--- src/rtl/multicycle_main_control_pkg.sv ---
// Shared constants, encodings and types for the multicycle main controller.
package riscv_ctrl_pkg;

    // Opcodes and funct3 values of the supported instruction subset
    localparam logic [6:0] OPC_RTYPE  = 7'b0110011;
    localparam logic [6:0] OPC_LOAD   = 7'b0000011;
    localparam logic [6:0] OPC_STORE  = 7'b0100011;
    localparam logic [6:0] OPC_BRANCH = 7'b1100011;

    localparam logic [2:0] F3_LD_SD = 3'b011;
    localparam logic [2:0] F3_BEQ   = 3'b000;

    // ALUOp encodings seen by ALU control
    typedef enum logic [1:0] {
        ALUOP_ADD   = 2'b00,
        ALUOP_SUB   = 2'b01,
        ALUOP_FUNCT = 2'b10
    } aluop_e;

    // ALU B-operand select encodings
    typedef enum logic [1:0] {
        SRCB_RS2  = 2'b00,
        SRCB_FOUR = 2'b01,
        SRCB_IMM  = 2'b10
    } srcb_e;

    // Controller states
    typedef enum logic [3:0] {
        ST_FETCH    = 4'd0,
        ST_DECODE   = 4'd1,
        ST_MEM_ADDR = 4'd2,
        ST_MEM_RD   = 4'd3,
        ST_LOAD_WB  = 4'd4,
        ST_MEM_WR   = 4'd5,
        ST_EXEC_R   = 4'd6,
        ST_R_WB     = 4'd7,
        ST_BRANCH   = 4'd8,
        ST_ILLEGAL  = 4'd9
    } state_e;

    // Bundle of every datapath control output, so it can be cleared in one go
    typedef struct packed {
        logic       memReq;
        logic       memRead;
        logic       memWrite;
        logic       iorD;
        logic       irWrite;
        logic       pcWrite;
        logic       pcWriteCond;
        logic       pcSource;
        logic       aluSrcA;
        logic [1:0] aluSrcB;
        logic [1:0] aluOp;
        logic       regWrite;
        logic       memtoReg;
        logic       illegalInstr;
        logic       busError;
    } ctrl_t;

    // State reached from DECODE for a given opcode/funct3 pair
    function automatic state_e decodeState(input logic [6:0] opcode, input logic [2:0] funct3);
        state_e nextState;
        case (opcode)
            OPC_RTYPE:           nextState = ST_EXEC_R;
            OPC_LOAD, OPC_STORE: nextState = (funct3 == F3_LD_SD) ? ST_MEM_ADDR : ST_ILLEGAL;
            OPC_BRANCH:          nextState = (funct3 == F3_BEQ) ? ST_BRANCH : ST_ILLEGAL;
            default:             nextState = ST_ILLEGAL;
        endcase
        return nextState;
    endfunction

endpackage

--- src/rtl/multicycle_main_control_if.sv ---
// Instruction-field, memory-handshake and datapath-control bundle of the main controller.
interface multicycle_main_control_if #(
    parameter int CNT_WIDTH = 32
);
    logic [6:0]           opcode;
    logic [2:0]           funct3;
    logic                 mem_ready;
    logic                 mem_req;
    logic                 MemRead;
    logic                 MemWrite;
    logic                 IorD;
    logic                 IRWrite;
    logic                 PCWrite;
    logic                 PCWriteCond;
    logic                 PCSource;
    logic                 ALUSrcA;
    logic [1:0]           ALUSrcB;
    logic [1:0]           ALUOp;
    logic                 RegWrite;
    logic                 MemtoReg;
    logic                 illegal_instr;
    logic                 bus_error;
    logic [CNT_WIDTH-1:0] retired;

    modport master (
        input  opcode, funct3, mem_ready,
        output mem_req, MemRead, MemWrite, IorD, IRWrite, PCWrite, PCWriteCond,
               PCSource, ALUSrcA, ALUSrcB, ALUOp, RegWrite, MemtoReg,
               illegal_instr, bus_error, retired
    );

    modport slave (
        output opcode, funct3, mem_ready,
        input  mem_req, MemRead, MemWrite, IorD, IRWrite, PCWrite, PCWriteCond,
               PCSource, ALUSrcA, ALUSrcB, ALUOp, RegWrite, MemtoReg,
               illegal_instr, bus_error, retired
    );
endinterface

--- src/rtl/multicycle_main_control_mem_timeout_counter.sv ---
// Counts unanswered memory-request cycles and flags the final allowed cycle.
module mem_timeout_counter #(
    parameter int MEM_TIMEOUT = 16
) (
    input  logic clock,
    input  logic reset_n,
    input  logic clear_i,
    input  logic count_i,
    output logic expire_o
);
    localparam int CW = $clog2(MEM_TIMEOUT);
    localparam logic [CW-1:0] LAST = CW'(MEM_TIMEOUT - 1);

    logic [CW-1:0] count_q;
    logic [CW-1:0] count_d;

    // Clear has priority so every new memory access starts from zero
    always_comb begin
        count_d = count_q;
        if (clear_i) begin
            count_d = '0;
        end else if (count_i) begin
            count_d = count_q + 1'b1;
        end
    end

    // Wait-cycle counter register
    always_ff @(posedge clock) begin
        if (!reset_n) begin
            count_q <= '0;
        end else begin
            count_q <= count_d;
        end
    end

    assign expire_o = count_i && (count_q == LAST);

endmodule

--- src/rtl/multicycle_main_control.sv ---
// Multicycle main controller: sequences fetch/decode/execute/memory/writeback for the datapath.
module multicycle_main_control
    import riscv_ctrl_pkg::*;
#(
    parameter int MEM_TIMEOUT = 16,
    parameter int CNT_WIDTH   = 32
) (
    input  logic                      clock,
    input  logic                      reset_n,
    multicycle_main_control_if.master ctrl
);
    state_e               state_q;
    state_e               state_d;
    logic [CNT_WIDTH-1:0] retired_q;
    logic [CNT_WIDTH-1:0] retired_d;
    ctrl_t                ctrlRaw;
    ctrl_t                ctrlOut;
    logic                 retire;
    logic                 memState;
    logic                 waitCycle;
    logic                 expire;

    assign memState  = (state_q == ST_FETCH) || (state_q == ST_MEM_RD) || (state_q == ST_MEM_WR);
    assign waitCycle = memState && !ctrl.mem_ready;

    mem_timeout_counter #(
        .MEM_TIMEOUT(MEM_TIMEOUT)
    ) u_timeout (
        .clock   (clock),
        .reset_n (reset_n),
        .clear_i (!memState || ctrl.mem_ready || expire),
        .count_i (waitCycle),
        .expire_o(expire)
    );

    // Next state, per-state control outputs and retire decision
    always_comb begin
        state_d   = state_q;
        ctrlRaw   = '0;
        retire    = 1'b0;
        retired_d = retired_q;
        case (state_q)
            ST_FETCH: begin
                ctrlRaw.memReq  = 1'b1;
                ctrlRaw.memRead = 1'b1;
                ctrlRaw.aluSrcB = SRCB_FOUR;
                ctrlRaw.aluOp   = ALUOP_ADD;
                if (ctrl.mem_ready) begin
                    ctrlRaw.irWrite = 1'b1;
                    ctrlRaw.pcWrite = 1'b1;
                    state_d         = ST_DECODE;
                end else if (expire) begin
                    ctrlRaw.busError = 1'b1;
                    state_d          = ST_FETCH;
                end
            end
            ST_DECODE: begin
                ctrlRaw.aluSrcB = SRCB_IMM;
                ctrlRaw.aluOp   = ALUOP_ADD;
                state_d         = decodeState(ctrl.opcode, ctrl.funct3);
            end
            ST_MEM_ADDR: begin
                ctrlRaw.aluSrcA = 1'b1;
                ctrlRaw.aluSrcB = SRCB_IMM;
                ctrlRaw.aluOp   = ALUOP_ADD;
                state_d         = (ctrl.opcode == OPC_LOAD) ? ST_MEM_RD : ST_MEM_WR;
            end
            ST_MEM_RD: begin
                ctrlRaw.memReq  = 1'b1;
                ctrlRaw.memRead = 1'b1;
                ctrlRaw.iorD    = 1'b1;
                if (ctrl.mem_ready) begin
                    state_d = ST_LOAD_WB;
                end else if (expire) begin
                    ctrlRaw.busError = 1'b1;
                    state_d          = ST_FETCH;
                end
            end
            ST_LOAD_WB: begin
                ctrlRaw.regWrite = 1'b1;
                ctrlRaw.memtoReg = 1'b1;
                retire           = 1'b1;
                state_d          = ST_FETCH;
            end
            ST_MEM_WR: begin
                ctrlRaw.memReq   = 1'b1;
                ctrlRaw.memWrite = 1'b1;
                ctrlRaw.iorD     = 1'b1;
                if (ctrl.mem_ready) begin
                    retire  = 1'b1;
                    state_d = ST_FETCH;
                end else if (expire) begin
                    ctrlRaw.busError = 1'b1;
                    state_d          = ST_FETCH;
                end
            end
            ST_EXEC_R: begin
                ctrlRaw.aluSrcA = 1'b1;
                ctrlRaw.aluSrcB = SRCB_RS2;
                ctrlRaw.aluOp   = ALUOP_FUNCT;
                state_d         = ST_R_WB;
            end
            ST_R_WB: begin
                ctrlRaw.regWrite = 1'b1;
                retire           = 1'b1;
                state_d          = ST_FETCH;
            end
            ST_BRANCH: begin
                ctrlRaw.aluSrcA     = 1'b1;
                ctrlRaw.aluSrcB     = SRCB_RS2;
                ctrlRaw.aluOp       = ALUOP_SUB;
                ctrlRaw.pcWriteCond = 1'b1;
                ctrlRaw.pcSource    = 1'b1;
                retire              = 1'b1;
                state_d             = ST_FETCH;
            end
            ST_ILLEGAL: begin
                ctrlRaw.illegalInstr = 1'b1;
                state_d              = ST_FETCH;
            end
            default: begin
                state_d = ST_FETCH;
            end
        endcase
        if (retire) begin
            retired_d = retired_q + 1'b1;
        end
    end

    // State and retired-instruction registers
    always_ff @(posedge clock) begin
        if (!reset_n) begin
            state_q   <= ST_FETCH;
            retired_q <= '0;
        end else begin
            state_q   <= state_d;
            retired_q <= retired_d;
        end
    end

    // Every output is held at zero while reset is asserted, even mid-access
    assign ctrlOut = reset_n ? ctrlRaw : '0;

    assign ctrl.mem_req       = ctrlOut.memReq;
    assign ctrl.MemRead       = ctrlOut.memRead;
    assign ctrl.MemWrite      = ctrlOut.memWrite;
    assign ctrl.IorD          = ctrlOut.iorD;
    assign ctrl.IRWrite       = ctrlOut.irWrite;
    assign ctrl.PCWrite       = ctrlOut.pcWrite;
    assign ctrl.PCWriteCond   = ctrlOut.pcWriteCond;
    assign ctrl.PCSource      = ctrlOut.pcSource;
    assign ctrl.ALUSrcA       = ctrlOut.aluSrcA;
    assign ctrl.ALUSrcB       = ctrlOut.aluSrcB;
    assign ctrl.ALUOp         = ctrlOut.aluOp;
    assign ctrl.RegWrite      = ctrlOut.regWrite;
    assign ctrl.MemtoReg      = ctrlOut.memtoReg;
    assign ctrl.illegal_instr = ctrlOut.illegalInstr;
    assign ctrl.bus_error     = ctrlOut.busError;
    assign ctrl.retired       = reset_n ? retired_q : '0;

endmodule

--- src/flat_wrapper.sv ---
// flat-port wrapper written by rule: the top's interface ports become plain ports
module multicycle_main_control_flat import riscv_ctrl_pkg::*;
#(
    parameter int MEM_TIMEOUT = 16,
    parameter int CNT_WIDTH   = 32
)
  (clock, reset_n, ctrl_opcode, ctrl_funct3, ctrl_mem_ready, ctrl_mem_req, ctrl_MemRead, ctrl_MemWrite, ctrl_IorD, ctrl_IRWrite, ctrl_PCWrite, ctrl_PCWriteCond, ctrl_PCSource, ctrl_ALUSrcA, ctrl_ALUSrcB, ctrl_ALUOp, ctrl_RegWrite, ctrl_MemtoReg, ctrl_illegal_instr, ctrl_bus_error, ctrl_retired);
  multicycle_main_control_if #(.CNT_WIDTH(CNT_WIDTH)) ctrl_i ();
  input  logic clock;
  input  logic reset_n;
  input wire logic [$bits(ctrl_i.opcode)-1:0] ctrl_opcode;
  input wire logic [$bits(ctrl_i.funct3)-1:0] ctrl_funct3;
  input wire logic [$bits(ctrl_i.mem_ready)-1:0] ctrl_mem_ready;
  output wire logic [$bits(ctrl_i.mem_req)-1:0] ctrl_mem_req;
  output wire logic [$bits(ctrl_i.MemRead)-1:0] ctrl_MemRead;
  output wire logic [$bits(ctrl_i.MemWrite)-1:0] ctrl_MemWrite;
  output wire logic [$bits(ctrl_i.IorD)-1:0] ctrl_IorD;
  output wire logic [$bits(ctrl_i.IRWrite)-1:0] ctrl_IRWrite;
  output wire logic [$bits(ctrl_i.PCWrite)-1:0] ctrl_PCWrite;
  output wire logic [$bits(ctrl_i.PCWriteCond)-1:0] ctrl_PCWriteCond;
  output wire logic [$bits(ctrl_i.PCSource)-1:0] ctrl_PCSource;
  output wire logic [$bits(ctrl_i.ALUSrcA)-1:0] ctrl_ALUSrcA;
  output wire logic [$bits(ctrl_i.ALUSrcB)-1:0] ctrl_ALUSrcB;
  output wire logic [$bits(ctrl_i.ALUOp)-1:0] ctrl_ALUOp;
  output wire logic [$bits(ctrl_i.RegWrite)-1:0] ctrl_RegWrite;
  output wire logic [$bits(ctrl_i.MemtoReg)-1:0] ctrl_MemtoReg;
  output wire logic [$bits(ctrl_i.illegal_instr)-1:0] ctrl_illegal_instr;
  output wire logic [$bits(ctrl_i.bus_error)-1:0] ctrl_bus_error;
  output wire logic [$bits(ctrl_i.retired)-1:0] ctrl_retired;
  assign ctrl_i.opcode = ctrl_opcode;
  assign ctrl_i.funct3 = ctrl_funct3;
  assign ctrl_i.mem_ready = ctrl_mem_ready;
  assign ctrl_mem_req = ctrl_i.mem_req;
  assign ctrl_MemRead = ctrl_i.MemRead;
  assign ctrl_MemWrite = ctrl_i.MemWrite;
  assign ctrl_IorD = ctrl_i.IorD;
  assign ctrl_IRWrite = ctrl_i.IRWrite;
  assign ctrl_PCWrite = ctrl_i.PCWrite;
  assign ctrl_PCWriteCond = ctrl_i.PCWriteCond;
  assign ctrl_PCSource = ctrl_i.PCSource;
  assign ctrl_ALUSrcA = ctrl_i.ALUSrcA;
  assign ctrl_ALUSrcB = ctrl_i.ALUSrcB;
  assign ctrl_ALUOp = ctrl_i.ALUOp;
  assign ctrl_RegWrite = ctrl_i.RegWrite;
  assign ctrl_MemtoReg = ctrl_i.MemtoReg;
  assign ctrl_illegal_instr = ctrl_i.illegal_instr;
  assign ctrl_bus_error = ctrl_i.bus_error;
  assign ctrl_retired = ctrl_i.retired;
  multicycle_main_control #(.MEM_TIMEOUT(MEM_TIMEOUT), .CNT_WIDTH(CNT_WIDTH)) u_core (.clock(clock), .reset_n(reset_n), .ctrl(ctrl_i));
endmodule
--- config.mk ---
export PLATFORM = sky130hd
export DESIGN_NAME = multicycle_main_control_flat
export DESIGN_NICKNAME = d
export VERILOG_FILES = /design/src/rtl/multicycle_main_control_pkg.sv /design/src/rtl/multicycle_main_control_if.sv /design/src/rtl/multicycle_main_control_mem_timeout_counter.sv /design/src/rtl/multicycle_main_control.sv /design/src/flat_wrapper.sv
export SDC_FILE = /design/constraint.sdc
export NUM_CORES = 1
export LEC_CHECK = 0
export CAP_MARGIN = 20
export CELL_PAD_IN_SITES_DETAIL_PLACEMENT = 0
export CELL_PAD_IN_SITES_GLOBAL_PLACEMENT = 1
export CORE_MARGIN = 2
export CORE_UTILIZATION = 38
export DETAILED_ROUTE_END_ITERATION = 8
export PLACE_DENSITY_LB_ADDON = 0.1
export RECOVER_POWER = 50
export SYNTH_ARGS = -nofsm -noshare
export SYNTH_HDL_FRONTEND = slang
export SYNTH_SLANG_ARGS = --single-unit
--- constraint.sdc ---
create_clock -name clock -period 3.8 [get_ports clock]
set_input_delay 0.76 -clock clock [delete_from_list [all_inputs] [get_ports clock]]
set_output_delay 0.76 -clock clock [all_outputs]
set_load 0.1 [all_outputs]
# Word-level counts from Yosys, hierarchy flattened
# Index checks and enable logic that the tools add are counted.
# totals
ff_bits	40
rom_bits	0
n_memories	0
output_inout_bits	49
elab_cells	68
ram_bits	0
latchBits	0
input_bits	13
# classes
add_sub_neg	2
shifts	0
n_mul	0
div_mod_pow	0
mux	28
n_reduce_logical	19
order_cmp	0
bitwise	1
eq_ne	15
# ops
operator	n
$add 32x1->32 const B	1
$mux 32	1
$pmux 4 s6	1
$mux 4	5
$mux 17	1
$eq 4x3->1 const B	4
$pmux 4 s4	1
$eq 7x6->1 const B	2
$mux 1	13
$eq 4x4->1 const B	3
$pmux 4 s3	1
$reduce_or 2->1	6
$reduce_or 3->1	3
$eq 4x2->1 const B	2
$eq 7x2->1 const B	1
$eq 7x7->1 const B	1
$mux 2	3
$add 4x1->4 const B	1
$eq 4x1->1 const B	1
$logic_not 4->1	1
$logic_or 1x1->1	4
$eq 3x2->1 const B	1
$logic_not 3->1	1
$mux 3	1
other kinds (4)	6

# Longest topological paths before layout
# depth
word_depth	9
mapped_depth	7
ltp_nobuf	6

# Hierarchy
# From an unflattened synthesis, not the netlist that was laid out.
# unflattened
cells_unflattened	316
area_unflattened_um2	2476.1
# modules_own_cells
module	cells_per_inst	instances	seq_area_each_um2	area_per_inst_um2
multicycle_main_control	297	1	720.7	2279.7
mem_timeout_counter	19	1	80.1	196.4

# Least setup slack after synthesis
# No wires, ideal clock.
# synth_timing
path_type	in2out
startpoint	in reset_n
endpoint	out ctrl_PCWrite
stages	4
n_path_buf	1
t_arrival_ps	5223
path_slack_ps	-2183
required_ps	3040
cell_sequence	nand2_1 nor4_1 and2_1 buf_4
# synth_via
elab_chain_len	1
# synth_lines
item	line	rtl
start: declaration	flat_wrapper.sv:10	input logic reset_n;
$mux 17	multicycle_main_control.sv:142	assign ctrlOut = reset_n ? ctrlRaw : '0;
end: declaration	flat_wrapper.sv:19	output wire logic [$bits(ctrl_i.PCWrite)-1:0] ctrl_PCWrite;
# Every way passes these cells.

# Worst setup path after layout
# layout_timing
startpoint	in reset_n
endpoint	out ctrl_PCWriteCond
# layout_via
elab_chain_len	1
# layout_lines
item	line	rtl
$mux 17	multicycle_main_control.sv:142	
end: declaration	flat_wrapper.sv:20	output wire logic [$bits(ctrl_i.PCWriteCond)-1:0] ctrl_PCWriteCond;
# Every way passes these cells.

==> impl_metrics.py <==
metrics = {
    "outcome": {
        "outcome": "complete, no violations",
    },
    "sta": {
        "grt_setup_unrepaired": "false",
        "slew_headroom": 0.406,
        "setup_viol": 0,
        "drv_slew": 0,
        "period_share": 0.861,
        "finalClockSkew_ns": 0.00451,
        "period_minus_slack_ns": 3.27,
        "tightest_slew_ns": 0.890,
        "hold_viol": 0,
        "timing.fmax_ghz": 0.306,
        "holdWs_ns": 0.464,
    },
    "place": {
        "place_inst": 444,
        "portBuffers": 61,
        "dp.final_hpwl_um": 4560,
        "gp_congestion": 0.767,
    },
    "floorplan": {
        "dieArea_um2": 7200,
        "fp-row-count": 29,
        "core_area_um2": 6350,
        "die_h_um": 84.9,
        "start_util": 0.391,
        "ios": 62,
        "die_w_um": 84.9,
    },
    "logic_synthesis": {
        "yosys_most_used_dff": "dfxtp_1",
        "syn-num-nets": 335,
        "yosysWarnings": 0,
        "netlist_instances": 320,
        "synth-edff-count": 0,
        "ys_ff_latch": 40,
        "syn_area_um2": 2480,
        "synth-seq-area-share": 0.322,
        "synth_cell_types": 50,
        "syn_avg_cell_area_um2": 7.77,
        "async_reset_ff_frac": 0,
    },
    "drt": {
        "ant_nets": 0,
        "firstDrtPassIters": 4,
        "drt_drc_violations_left": 0,
        "first_iter_violations": 104,
        "wire_per_inst_um": 13.7,
        "vias": 2438,
        "avgViaCountPerCell": 5.39,
        "drt-total-wl_um": 6190,
    },
    "clock_network": {
        "htree_levels": 2,
        "cts_setup_buffers": 0,
        "cts_buffers": 5,
        "cts_tree": "built",
        "numClockSinks": 40,
        "cts_root_buffer": "clkbuf_8",
        "clk_pin_slew_ns": 0.08,
        "holdBufCountCts": 0,
        "clock_path_buffers": 2,
        "cts_resized": 0,
        "clock_latency_ns": 0.29,
    },
    "global_route": {
        "grt_usage": 0.178,
        "grt_pass1_vias": 2368,
        "grt_max_degree": 38,
        "grt-ovfl-total": 0,
        "antenna_found_initial": 0,
        "grt_first_pass_wirelength_um": 10700,
    },
    "critical_path": {
        "critical_path_class": "in -> out",
        "reg2reg_to": "u_core.retired_q[12]",
        "r2r-start": "u_core.state_q[2]",
        "setup.worst_path.start_class": "primary input",
        "path_max_fanout": 15,
        "worstPathRequired_ns": 3.04,
        "cp_data_arrival_time_ns": 2.51,
        "reg2reg_slack_ns": 0.83,
        "end_kind": "output pin",
        "reg2reg_depth": 5,
    },
    "power": {
        "intPower_uw": 626,
        "peakVddDrop_mv": 0.137,
        "total_power_uw": 893,
        "clkPwrFrac": 0.334,
        "swShare": 0.298,
        "p_switching_uw": 266,
        "p_seq_frac": 0.484,
        "p_comb_frac": 0.182,
        "power.density_nw_per_um2": 239,
        "leakagePower_uw": 0.00135,
    },
    "worst_hold_path": {
        "hold-path-cell-count": 1,
        "holdPathEnd": "u_core.u_timeout.count_q[0]",
        "hold_path.class": "reg -> reg",
        "min-delay-start": "u_core.u_timeout.count_q[0]",
    },
    "final_layout": {
        "n_antenna_cell": 0,
        "fin_cells": 452,
        "final_util": 0.588,
        "drive_gt1_frac": 0.211,
        "final_cell_mix": "buf_12, nor2_1, dfxtp_1",
        "layout_commonest_cell": "buf_12",
        "final_net_count": 389,
        "area_growth_syn_to_layout_pct": 50.2,
    },
    "job": {
        "drv_cap": 0,
    },
}
-- flip-flops by register name, indices dropped and copies added, names as in the netlist --
register                  cells
u_core.retired_q             32
u_core.u_timeout.count_q      4
u_core.state_q                4
-- layer usage --
layer,part of all wire,global-route usage,wire length [µm],up-vias
met1,0.47,0.227,2900,1138
met5,0,0,0,-
li1,-,-,-,1241
met4,0.0095,0.0433,59,0
met3,0.047,0.0360,289,6
met2,0.47,0.310,2940,53
-- stage by stage --
step           TNS, ns  instance area, µm²  setup slack, ns
6_report             0                3730            0.527
3_3_place_gp         0                3670            0.787
3_5_place_dp         0                3670            0.728
2_1_floorplan   -0.212                2540           -0.212
5_1_grt              0                3730            0.374
4_1_cts              0                3770            0.712
-- worst max-delay path by stage --
stage / startpoint / endpoint / slack, ns / depth (start not counted)
2_1_floorplan: reset_n / ctrl_PCWrite / -0.21 / 4
3_5_place_dp: reset_n / ctrl_PCWrite / 0.73 / 5
4_1_cts: reset_n / ctrl_PCWrite / 0.71 / 5
5_1_grt: reset_n / ctrl_PCSource / 0.37 / 5
6_report: reset_n / ctrl_PCWriteCond / 0.53 / 5
3_3_place_gp: reset_n / ctrl_IRWrite / 0.79 / 5
-- kinds of logic after synthesis --
group           share of synthesized area
simple gates                        0.395
compound gates                      0.130
flops                               0.322
buf+inv                            0.0504
xor+xnor                           0.0564
mux                                0.0352
fa+ha+maj                          0.0101
-- worst max-delay path: stages --
cell and delay [ns]:
clkdlybuf4s50_1 0.54, clkbuf_1 0.44, nand2_1 0.22, nor4_4 0.32, buf_12 0.23
-- cell type report --
type                    instances  area, µm²
inverters                      10       37.5
clock inverters                 2       10.0
fillers                       580       2620
well taps                      77       96.3
repair buffers                 64       1120
clock buffers                   6       82.6
flip-flops and latches         40        801
multi-input cells             253       1590
-- synth_stat cells, drive strengths merged, types with 2 or more instances --
cell	number	area [µm²]
xor2	13	114
nand3b	2	15.0
nor4	8	50.1
nand2b	6	45.0
and3	6	40.0
a21oi	19	106
dfxtp	40	801
or3	11	68.8
mux2	6	67.6
nand3	14	80.1
nor2	43	164
o31ai	4	30.0
buf	9	57.6
a221oi	2	17.5
mux2i	2	20.0
o21ai	13	65.1
a31oi	3	18.8
o21a	2	16.3
o22ai	2	12.5
ha	2	25.0
clkbuf	8	30.0
and2	31	194
nand2	19	71.3
inv	10	37.5
nand4	16	121
nor2b	3	18.8
nor3	10	55.1
xnor2	3	26.3
or4	4	30.0
-- power groups by stage --
stage          clock network (µW)  logic [µW]  registers (µW)
5_1_grt                       322         173             433
3_5_place_dp                    0         166             443
6_report                      298         163             432
4_1_cts                       307         167             433
2_1_floorplan                   0         115             435
3_3_place_gp                    0         165             443
No activity file was read; power rests on OpenSTA's default activity.
==> RTL change: new RTL, config.mk and constraints unchanged <==
Reset style: asynchronous (`reset_n`), changed in 2 clocked blocks.
--- a/src/rtl/multicycle_main_control_mem_timeout_counter.sv
+++ b/src/rtl/multicycle_main_control_mem_timeout_counter.sv
@@ -26,5 +26,5 @@
 
     // Wait-cycle counter register
-    always_ff @(posedge clock) begin
+    always_ff @(posedge clock or negedge reset_n) begin
         if (!reset_n) begin
             count_q <= '0;
--- a/src/rtl/multicycle_main_control.sv
+++ b/src/rtl/multicycle_main_control.sv
@@ -129,5 +129,5 @@
 
     // State and retired-instruction registers
-    always_ff @(posedge clock) begin
+    always_ff @(posedge clock or negedge reset_n) begin
         if (!reset_n) begin
             state_q   <= ST_FETCH;
Check against the original RTL: no difference found for any inputs over 10 cycles, from zero or initial values and one cycle with reset_n low; that may be too few to reach the edited logic, so the function may still have changed.
==> RTL change against the unedited design <==
  * Synthesized area increased by 1.9%
  * Design area down 11%
  * Non-clock buffer count did not move
  * Cell count is 13% lower
  * Core utilization decreased by 7.0 points
  * Sequential cell count stayed put
  * Synthesized cell count fell by 18%
  * Routed wire length down 8.5%
  * Worst setup slack better by 310 ps
  * Highest routed layer unchanged
Power is not compared: it rests on default switching activity, and its combinational part moved more than twofold at a synthesized area within 25%.
==> RTL change: results (changes against the unedited design) <==
The first-pass iteration count of the detailed router is 4 (unchanged). The commonest cells after synthesis are 40 x dfrtp_1, 34 x and2_1, 33 x xor2_1, 16 x nor3_1, 15 x nand2_1. The met2 wire length is 2750 um (-6.5%). The static power due to leakage is ~1.6 nW. The run finished with clean final reports. The arrival time of the worst setup path came out at 2200 ps (-310 ps). The class of the tightest hold or removal check is input pin to async pin. The worst-path cell with the longest stage delay is clkbuf_1.

VDD sags by at most about 330 uV. The relative max-transition margin came out at 0.585 (+0.179). The overall fraction of global-route tracks in use is 0.163 (-0.0147). The hold buffer count at cts is 0 (unchanged). The total of fill cells in the finished design is 632 (+9.0%).

The adder and majority cell fraction of the synthesized area is 0.00988 (-0.000189). The global-route wire length before repair is 9790 um (-8.7%). The largest registers in the layout are u_core.retired_q: 32 flops, u_core.state_q: 4 flops, u_core.u_timeout.count_q: 4 flops. The async set-reset flop share out of synthesis is 1.00 (+1.00). The final weighted congestion in routability-driven placement came to 0.728 (-5.1%). The maximum number of pins on one net before global-route repair is 34 (-11%). The post-CTS setup repair buffer count is 0 (unchanged).

The post-synthesis mux area share is 0.00840 (-0.0268). The number of instances resized during post-cts repair is 0 (unchanged). The maximum level of the CTS H-tree came to 2 (unchanged). The post-synthesis net count came out at 276 (-18%). The layout cell share with drive strength beyond 1 came out at 0.231 (+0.0203). The post-detailed-placement half-perimeter wirelength came out at 4080 um (-11%). The number of antenna violations at the first check in global routing came out at 0 (unchanged). The post-route met1 wirelength is 2640 um (-9.0%). The number of violations reported at the end of detailed-routing iteration 0 is 32 (-69%). The number of instances in the synthesized netlist came out at 261 (-18%). The TritonCTS buffer count came out at 5 (unchanged).

The sum of met3 wire segment lengths after detailed routing is 202 um (-30%). The total number of nets in the final design is 330 (-15%). The clock latency on the worst-skew pair came out at around 300 ps. The largest incremental delay on the critical path is 460 ps (-80 ps).

The number of unique standard cell types used by synthesis was 51 (+2.0%). The primary flip-flop cell chosen by synthesis mapping is dfrtp_1. By area the synthesized netlist is led by dfrtp_1 40%, xor2_1 11%, and2_1 8.4%.

The sequential-to-total area share from yosys stat came out at 0.395 (+0.0730). The via count came out at 2035 (-17%). The via count of the first global-routing pass came to 2005 (-15%). The largest fanout of any net on the critical path came out at 13 (-2). The routed wirelength normalized by instance count came to 14.4 um (+5.2%).

The complex-gate fraction of the synthesized area is 0.0415 (-0.0889). The count of placed standard cells in the final layout, fillers left out came out at 393 (-13%). The synthesized-area fraction occupied by xor and xnor cells is 0.125 (+0.0681). The setup clock skew after layout is 10.8 ps (+6.32 ps). The overall overflow remaining after global route is 0 (unchanged).
==> RTL change: cell types whose count changed after synthesis, sizes merged, moves of 6 or more <==
| cell | unedited run | this run |
|---|---|---|
| or3 | 11 | 2 |
| nor2 | 43 | 11 |
| nor4 | 8 | 14 |
| a21oi | 19 | 2 |
| xor2 | 13 | 33 |
| nor3 | 10 | 16 |
| o21ai | 13 | 2 |
| inv | 10 | 1 |
| dfrtp | 0 | 40 |
| nand4 | 16 | 8 |
| dfxtp | 40 | 0 |
==> RTL change: power by group <==
group | switching, mW | internal [mW]
clock | 0.162 | 0.215
combinational | 0.511 | 0.224
sequential | 0.0767 | 0.467
==> RTL change: worst paths after layout <==
| check | slack [ps] | from | cells after the start | end |
|---|---|---|---|---|
| min in group clock | 460 | u_core.u_timeout.count_q[0] | 1 | u_core.u_timeout.count_q[0] |
| hold reg to reg | 460 | u_core.u_timeout.count_q[0] | 1 | u_core.u_timeout.count_q[0] |
| setup reg to reg | 1780 | u_core.retired_q[3] | 4 | u_core.retired_q[18] |
| setup / recovery | 840 | reset_n | 5 | ctrl_PCWrite |
| hold / removal | 440 | reset_n | 1 | u_core.u_timeout.count_q[2] |
| max in group asynchronous | 2600 | reset_n | 2 | u_core.retired_q[5] |
==> RTL change: final cells by class <==
class	count	area share
clock buffers	6	0.0250
clock inverters	2	0.0117
inverters	1	0.00114
multi-input cells	203	0.421
flip-flops and latches	40	0.303
well taps	77	0.0291
repair buffers	64	0.209
==> RTL change: per-layer routing <==
layer | vias to the layer above | global-route usage
met4 | 0 | 0.0519
met5 | - | 0
met1 | 965 | 0.213
met2 | 34 | 0.279
met3 | 8 | 0.0241
li1 | 1028 | -
==> RTL change: cells by family after synthesis <==
logic type,Yosys count
AOI/OAI and AO/OA,14
xor gates and xnor gates,36
muxes,2
and+or+nand+nor,149
adders and majority gates,2
DFF,40
buffers and inverters,18
==> RTL change: through the flow <==
stage          hold WS [ps]  utilization  power (mW)  cell area [um2]  setup WS (ps)
3_5_place_dp            453        0.511        1.31             3260           1010
3_3_place_gp            453        0.511        1.31             3260            975
2_1_floorplan           430            -        1.09             2550           54.9
6_report                441        0.518        1.66             3310            838
5_1_grt                 495        0.518        1.73             3310            621
4_1_cts                 318        0.530        1.69             3380            990
==> RTL change: worst max-delay path, delay by kind of cell <==
kind	cells	cell delay, ps
buf+inv	2	640
simple gates	3	790
